<file path="src/rtl/irq_pkg.sv">
// Shared constants for the interrupt request front end.
// Defaults, trigger-mode encodings and filter counter width helper.
package irq_pkg;

  localparam int N_IRQ_DEF       = 4;
  localparam int SYNC_STAGES_DEF = 2;
  localparam int FILT_CYCLES_DEF = 3;

  localparam logic TRIG_LEVEL = 1'b0;
  localparam logic TRIG_EDGE  = 1'b1;

  function automatic int cnt_width(input int n);
    return $clog2(n + 1);
  endfunction

  localparam int FILT_W = cnt_width(FILT_CYCLES_DEF);

endpackage

</file>
<file path="src/rtl/irq_line_cond.sv">
// Per-line conditioner: synchroniser, optional glitch filter
// (IRQ_GLITCH_FILTER_EN), previous-sample flop and rise strobe.
// Ports: clk, rst (async active-low), raw in; lvl, rise out.
module irq_line_cond
  import irq_pkg::*;
#(
  parameter int SYNC = SYNC_STAGES_DEF,
  parameter int FILT = FILT_CYCLES_DEF
) (
  input  logic clk,
  input  logic rst,
  input  logic raw,
  output logic lvl,
  output logic rise
);

  logic [SYNC-1:0] sync;
  logic            s;
  logic            f;
  logic            p;

  always_ff @(posedge clk or negedge rst) begin
    if (!rst) begin
      sync <= '0;
    end else begin
      sync <= {sync[SYNC-2:0], raw};
    end
  end

  assign s = sync[SYNC-1];

`ifdef IRQ_GLITCH_FILTER_EN
  localparam int CW = cnt_width(FILT);

  logic [CW-1:0] cnt;

  // f only follows s once s has disagreed for FILT+1 samples.
  always_ff @(posedge clk or negedge rst) begin
    if (!rst) begin
      cnt <= '0;
      f   <= 1'b0;
    end else if (s == f) begin
      cnt <= '0;
    end else if (cnt == CW'(FILT)) begin
      cnt <= '0;
      f   <= ~f;
    end else begin
      cnt <= cnt + CW'(1);
    end
  end
`else
  assign f = s;
`endif

  always_ff @(posedge clk or negedge rst) begin
    if (!rst) begin
      p <= 1'b0;
    end else begin
      p <= f;
    end
  end

  assign lvl  = f;
  assign rise = f & ~p;

endmodule

</file>
<file path="src/rtl/irq_front.sv">
// Interrupt request front end: level/edge detection, pending,
// overflow and masked registered request vector. Optional glitch
// filter selected by IRQ_GLITCH_FILTER_EN.
// Ports: clk, rst (async active-low), irq_raw, trig_mode, mask,
// ack, ovf_clr in; irq_req, irq_any, ovf out.
module irq_front
  import irq_pkg::*;
#(
  parameter int N_IRQ       = N_IRQ_DEF,
  parameter int SYNC_STAGES = SYNC_STAGES_DEF,
  parameter int FILT_CYCLES = FILT_CYCLES_DEF
) (
  input  logic             clk,
  input  logic             rst,
  input  logic [N_IRQ-1:0] irq_raw,
  input  logic [N_IRQ-1:0] trig_mode,
  input  logic [N_IRQ-1:0] mask,
  input  logic [N_IRQ-1:0] ack,
  input  logic             ovf_clr,
  output logic [N_IRQ-1:0] irq_req,
  output logic             irq_any,
  output logic [N_IRQ-1:0] ovf
);

  logic [N_IRQ-1:0] lvl;
  logic [N_IRQ-1:0] rise;
  logic [N_IRQ-1:0] pend;
  logic [N_IRQ-1:0] pend_n;
  logic [N_IRQ-1:0] ovf_set;
  logic [N_IRQ-1:0] ovf_n;
  logic [N_IRQ-1:0] req_n;

  for (genvar g = 0; g < N_IRQ; g++) begin : g_line
    irq_line_cond #(
      .SYNC (SYNC_STAGES),
      .FILT (FILT_CYCLES)
    ) u_cond (
      .clk  (clk),
      .rst  (rst),
      .raw  (irq_raw[g]),
      .lvl  (lvl[g]),
      .rise (rise[g])
    );
  end

  // A new edge beats a same-cycle ack so no event is lost.
  always_comb begin
    pend_n  = pend;
    ovf_set = '0;
    for (int i = 0; i < N_IRQ; i++) begin
      if (trig_mode[i] == TRIG_LEVEL) begin
        pend_n[i] = lvl[i];
      end else begin
        if (rise[i]) begin
          pend_n[i] = 1'b1;
        end else if (ack[i]) begin
          pend_n[i] = 1'b0;
        end
        ovf_set[i] = rise[i] & pend[i] & ~ack[i];
      end
    end
  end

  assign ovf_n = ovf_set | (ovf & ~{N_IRQ{ovf_clr}});
  assign req_n = pend & ~mask;

  always_ff @(posedge clk or negedge rst) begin
    if (!rst) begin
      pend    <= '0;
      ovf     <= '0;
      irq_req <= '0;
      irq_any <= 1'b0;
    end else begin
      pend    <= pend_n;
      ovf     <= ovf_n;
      irq_req <= req_n;
      irq_any <= |req_n;
    end
  end

endmodule

</file>
<file path="config.mk">
export PLATFORM = sky130hd
export DESIGN_NAME = irq_front
export DESIGN_NICKNAME = d
export VERILOG_FILES = /design/src/rtl/irq_pkg.sv /design/src/rtl/irq_line_cond.sv /design/src/rtl/irq_front.sv
export SDC_FILE = /design/constraint.sdc
export NUM_CORES = 1
export LEC_CHECK = 0
export CAP_MARGIN = 20
export CELL_PAD_IN_SITES_DETAIL_PLACEMENT = 0
export CELL_PAD_IN_SITES_GLOBAL_PLACEMENT = 1
export CORE_ASPECT_RATIO = 0.8
export CORE_MARGIN = 2
export CORE_UTILIZATION = 26
export DETAILED_ROUTE_END_ITERATION = 7
export DONT_BUFFER_PORTS = 1
export GPL_TIMING_DRIVEN = 0
export PLACE_DENSITY_LB_ADDON = 0.08
export SLEW_MARGIN = 40
export SYNTH_ARGS = -nofsm -noshare
export SYNTH_HDL_FRONTEND = slang
export SYNTH_SLANG_ARGS = --single-unit
</file>
<file path="constraint.sdc">
create_clock -name clk -period 1.3 [get_ports clk]
set_input_delay 0.195 -clock clk [delete_from_list [all_inputs] [get_ports clk]]
set_output_delay 0.195 -clock clk [all_outputs]
set_load 0.005 [all_outputs]
</file>
# After elaboration in Yosys (flattened, before gate mapping)
# Cells that the tools add are included.
[op_classes]
muxes = 16
eq_ne = 4
reduce_logical = 1
bitwise = 25
[ops]
columns = ["op", "count"]
rows = [
  ["$mux W1", 16],
  ["$and A1 B1 Y1", 12],
  ["$ne A3 B1 Y1 const B", 4],
  ["$and A4 B4 Y4", 2],
  ["$not A1 Y1", 8],
  ["$not A4 Y4", 2],
  ["$or A4 B4 Y4", 1],
  ["$reduce_or A4 Y1", 1],
]
[word_totals]
word_cells = 61
regBits = 25
output_inout_bits = 9

# Longest topological paths before layout
[depth]
word_depth = 6
depth_mapped = 2

# Cells and area by module
# From an unflattened synthesis, not the netlist that was laid out.
[hier_totals]
hier_cells = 62
area_unflattened_um2 = 863.3
[by_module_without_submodules]
columns = ["module", "seq_area_each_um2", "cells_per_inst", "n_inst", "area_each_um2"]
rows = [
  ["irq_front", 325.3, 46, 1, 508.0],
  ["irq_line_cond", 75.1, 4, 4, 88.8],
]

# Worst setup path before layout
# No wires, ideal clock.
[synth_path]
path_type = "reg2reg"
startpoint = "reg pend[1]"
endpoint = "reg irq_any"
period_less_slack_ns = 1.113
t_required_ns = 1.162
arrival_time_ns = 0.974
path_slack_ns = 0.187
stages_incl_launch_ff = 3
path_buffers = 0
path_cell_list = "dfrtp_1 -> nor2b_4 -> or4_4"
[synth_via]
elab_chain_len = 2
[synth_lines]
columns = ["item", "line", "source"]
rows = [
  ["start, declared", "irq_front.sv:27", "logic [N_IRQ-1:0] pend;"],
  ["start signal, assigned", "irq_front.sv:74", "pend <= pend_n;"],
  ["$and A4 B4 Y4", "irq_front.sv:65", "assign req_n = pend & ~mask;"],
  ["net req_n[1]", "irq_front.sv:31", "logic [N_IRQ-1:0] req_n;"],
  ["$reduce_or A4 Y1", "irq_front.sv:77", "irq_any <= |req_n;"],
  ["end signal, assigned", "irq_front.sv:77", ""],
  ["end, declared", "irq_front.sv:21", "output logic irq_any,"],
]
# The timed path passes the listed nets, and every way through them passes these cells.
# A chain may end at the register's enable or synchronous reset.

# Worst setup path in the final report
[layout_path]
startpoint = "in mask[1]"
endpoint = "reg irq_any"
[layout_via]
elab_chain_len = 3
[layout_lines]
columns = ["item", "line", "source"]
rows = [
  ["start, declared", "irq_front.sv:17", "input logic [N_IRQ-1:0] mask,"],
  ["$not A4 Y4", "irq_front.sv:65", ""],
  ["$and A4 B4 Y4", "irq_front.sv:65", ""],
  ["net req_n[1]", "irq_front.sv:31", ""],
  ["$reduce_or A4 Y1", "irq_front.sv:77", ""],
]
# The timed path passes the listed nets, and every way through them passes these cells.

==> results.ini <==
[setup_path]
cp.depth=3
cp.arrival_ns=1.34
startpoint_type=input port
r2r-start=pend[1]
worst-path-buf-inv=1
critPathTopFamily=buffers and inverters
reg2regPathDepth=2
startpoint=mask[1]
slowest_stage=dlygate4sd3_1
ff2ff_setup_slack_ns=0.15
required_ns=1.44
worstPathMaxFanout=2
worstSetupEndpointType=register
crit_chain=dlygate4sd3_1 -> nor2b_4 -> or4_4
max_stage_delay_ns=0.58
rr_endpoint=irq_any
critPathKind=in2reg

[placement]
io_buffer_count=0
place.gp.congestion=0.604
place.detailed.hpwl_um=957
place_area_um2=867
post-place-ws_ns=0.155

[cells_and_area]
area_delta_synth_final_pct=27.6
design_area_mm2=0.00104
drive_above_1_share_pct=10.0
diodes=0
finalNetCount=90

[sta]
hold_viol_final=0
period_minus_slack_ns=1.20
fin_worst_skew_ns=0.00277
maxSlewHeadroom_pct=81.2
tns_ns=0
final_max_slew_viol_count=0
setup_viol=0
fmaxAchievable_mhz=835
fin_crit_sh_pct=92.1
tightestPinTransition_ns=0.278
setup_slack_ns=0.103
grt_setup_unrepaired=no

[pwr]
leakage_uw=0.000457
ir_drop_v=0.000467
p_per_area_mw_per_mm2=1330

[global_route]
grt_first_pass_wirelength_um=2010
grt_pass1_vias=413
grtUsageTotal_pct=8.13
grt_start_max_net_pins=26
antenna_found_initial=0
grt_overflow=0

[detailed_routing]
m1WireLength_um=621
drt_first_pass_iters=4
detail_route.wl_per_cell_um=12.3
vias=435
routed-wl-met3_um=98
drtIter0Drc=23
wl_um=1350
route.detailed.drc=0
top_layer_used=met3
wl_met2_um=628
viasPerCell=3.95
detail-route-antenna-nets=0

[yosys]
yosys.area.top_type=dfrtp_1
synthTopCellsByArea=dfrtp_1 77%, nor2b_4 3.4%, inv_1 2.3%
syn-instance-count=54
synth.avg_cell_area_um2=15.1
synth.top_cell.area_share_pct=76.6
synth_cell_types=14
synth.net_count=73
ys_ff_latch=25
ys_seq_area_share_pct=76.6
ys_warn_count=0
syn_area_um2=817

[min_path]
min_from=ack[3]
holdCritPathClass=in2reg
whs_path_depth=1
min_to=ovf[3]

[floorplanning]
ioPinCount=28
die_w_um=66.7
die-area_mm2=0.00361
core-area_mm2=0.00304
die_h_um=54.1
initial_core_util_pct=26.9
rows=18

[cts]
clk_pin_slew_ns=0.08
cts-root-buf=clkbuf_8
cts_tree=built
cts_made_buffers=3
clock_latency_ns=0.26
postCtsResizedCells=0
cts_sinks=25
clockBufferDepth=2
htree_levels=1

[outcome]
status=finished, final reports clean

[flow_run]
maxCapViolCount=0

## logic make-up after synthesis
group	after synthesis	share of synthesized area, %
buf+inv	6	2.76
simple gates	15	13.0
flops	25	76.6
compound gates	8	7.66
## area by class of cell
cell class / instances / area [um2]
Fill cell: 311 / 2000
Sequential cell: 25 / 626
Multi-Input combinational cell: 23 / 169
Timing Repair Buffer: 12 / 130
Tap cell: 40 / 50.0
Clock buffer: 4 / 45.0
Inverter: 6 / 22.5
## worst max-delay path by stage
stage	end
2_1_floorplan	irq_any
3_3_place_gp	irq_any
3_5_place_dp	irq_any
4_1_cts	irq_any
5_1_grt	irq_any
6_report	irq_any
## flip-flops by register name, indices dropped and copies added (netlist names)
name,flops
irq_any,1
ovf,4
pend,4
g_line.u_cond.p,4
irq_req,4
g_line.u_cond.sync,8
## layout by cell type (no fill, tap or decap), drive strengths merged
| master | count |
|---|---|
| and2 | 2 |
| o41ai | 2 |
| nand2 | 4 |
| dfrtp | 25 |
| nand2b | 2 |
| o2bb2ai | 2 |
| nor2b | 4 |
| clkinv | 1 |
| clkbuf | 4 |
| nand3b | 2 |
| dlygate4sd3 | 11 |
| o32ai | 2 |
| buf | 1 |
| o21ai | 2 |
| or4 | 1 |
| inv | 5 |
## layer usage
metal,vias to the layer above,track usage (%)
met3,0,4.39
met5,-,0
li1,215,-
met1,204,9.65
met2,16,13.0
met4,0,2.04
## synthesized netlist by cell type, drive strengths merged
cell type and count:
nand2 4, clkinv 1, o21ai 2, and2 2
o41ai 2, nand3b 2, nor2b 4, dfrtp 25
o2bb2ai 2, o32ai 2, inv 5, or4 1
nand2b 2
## where the power goes
part | total [uW] | leakage [uW] | internal [uW] | switching, uW
clock | 446 | 0.0000228 | 219 | 228
combinational | 94.3 | 0.000128 | 56.3 | 38.0
sequential | 845 | 0.000306 | 822 | 23.0
total | 1390 | 0.000457 | 1100 | 289
## stage by stage
step	instances	hold slack [ns]	utilization, %	power [uW]
detailed placement	94	-0.0998	28.5	909
finish	110	0.0249	34.3	1390
CTS	110	0.0156	34.3	1420
floorplan	54	-0.101	-	896
global placement	94	-0.100	28.5	907
global route	110	0.00990	34.3	1460
## worst reg2reg max path: stages (launching register included)
cell and delay [ns]:
dfrtp_1 0.39, nor2b_4 0.13, or4_4 0.51
## what timing repair did
action,4_1_cts,5_1_grt
endpoints found under the hold margin,35,0
hold buffers,12,0
setup buffers,0,0
(Power assumes the default switching activity.)
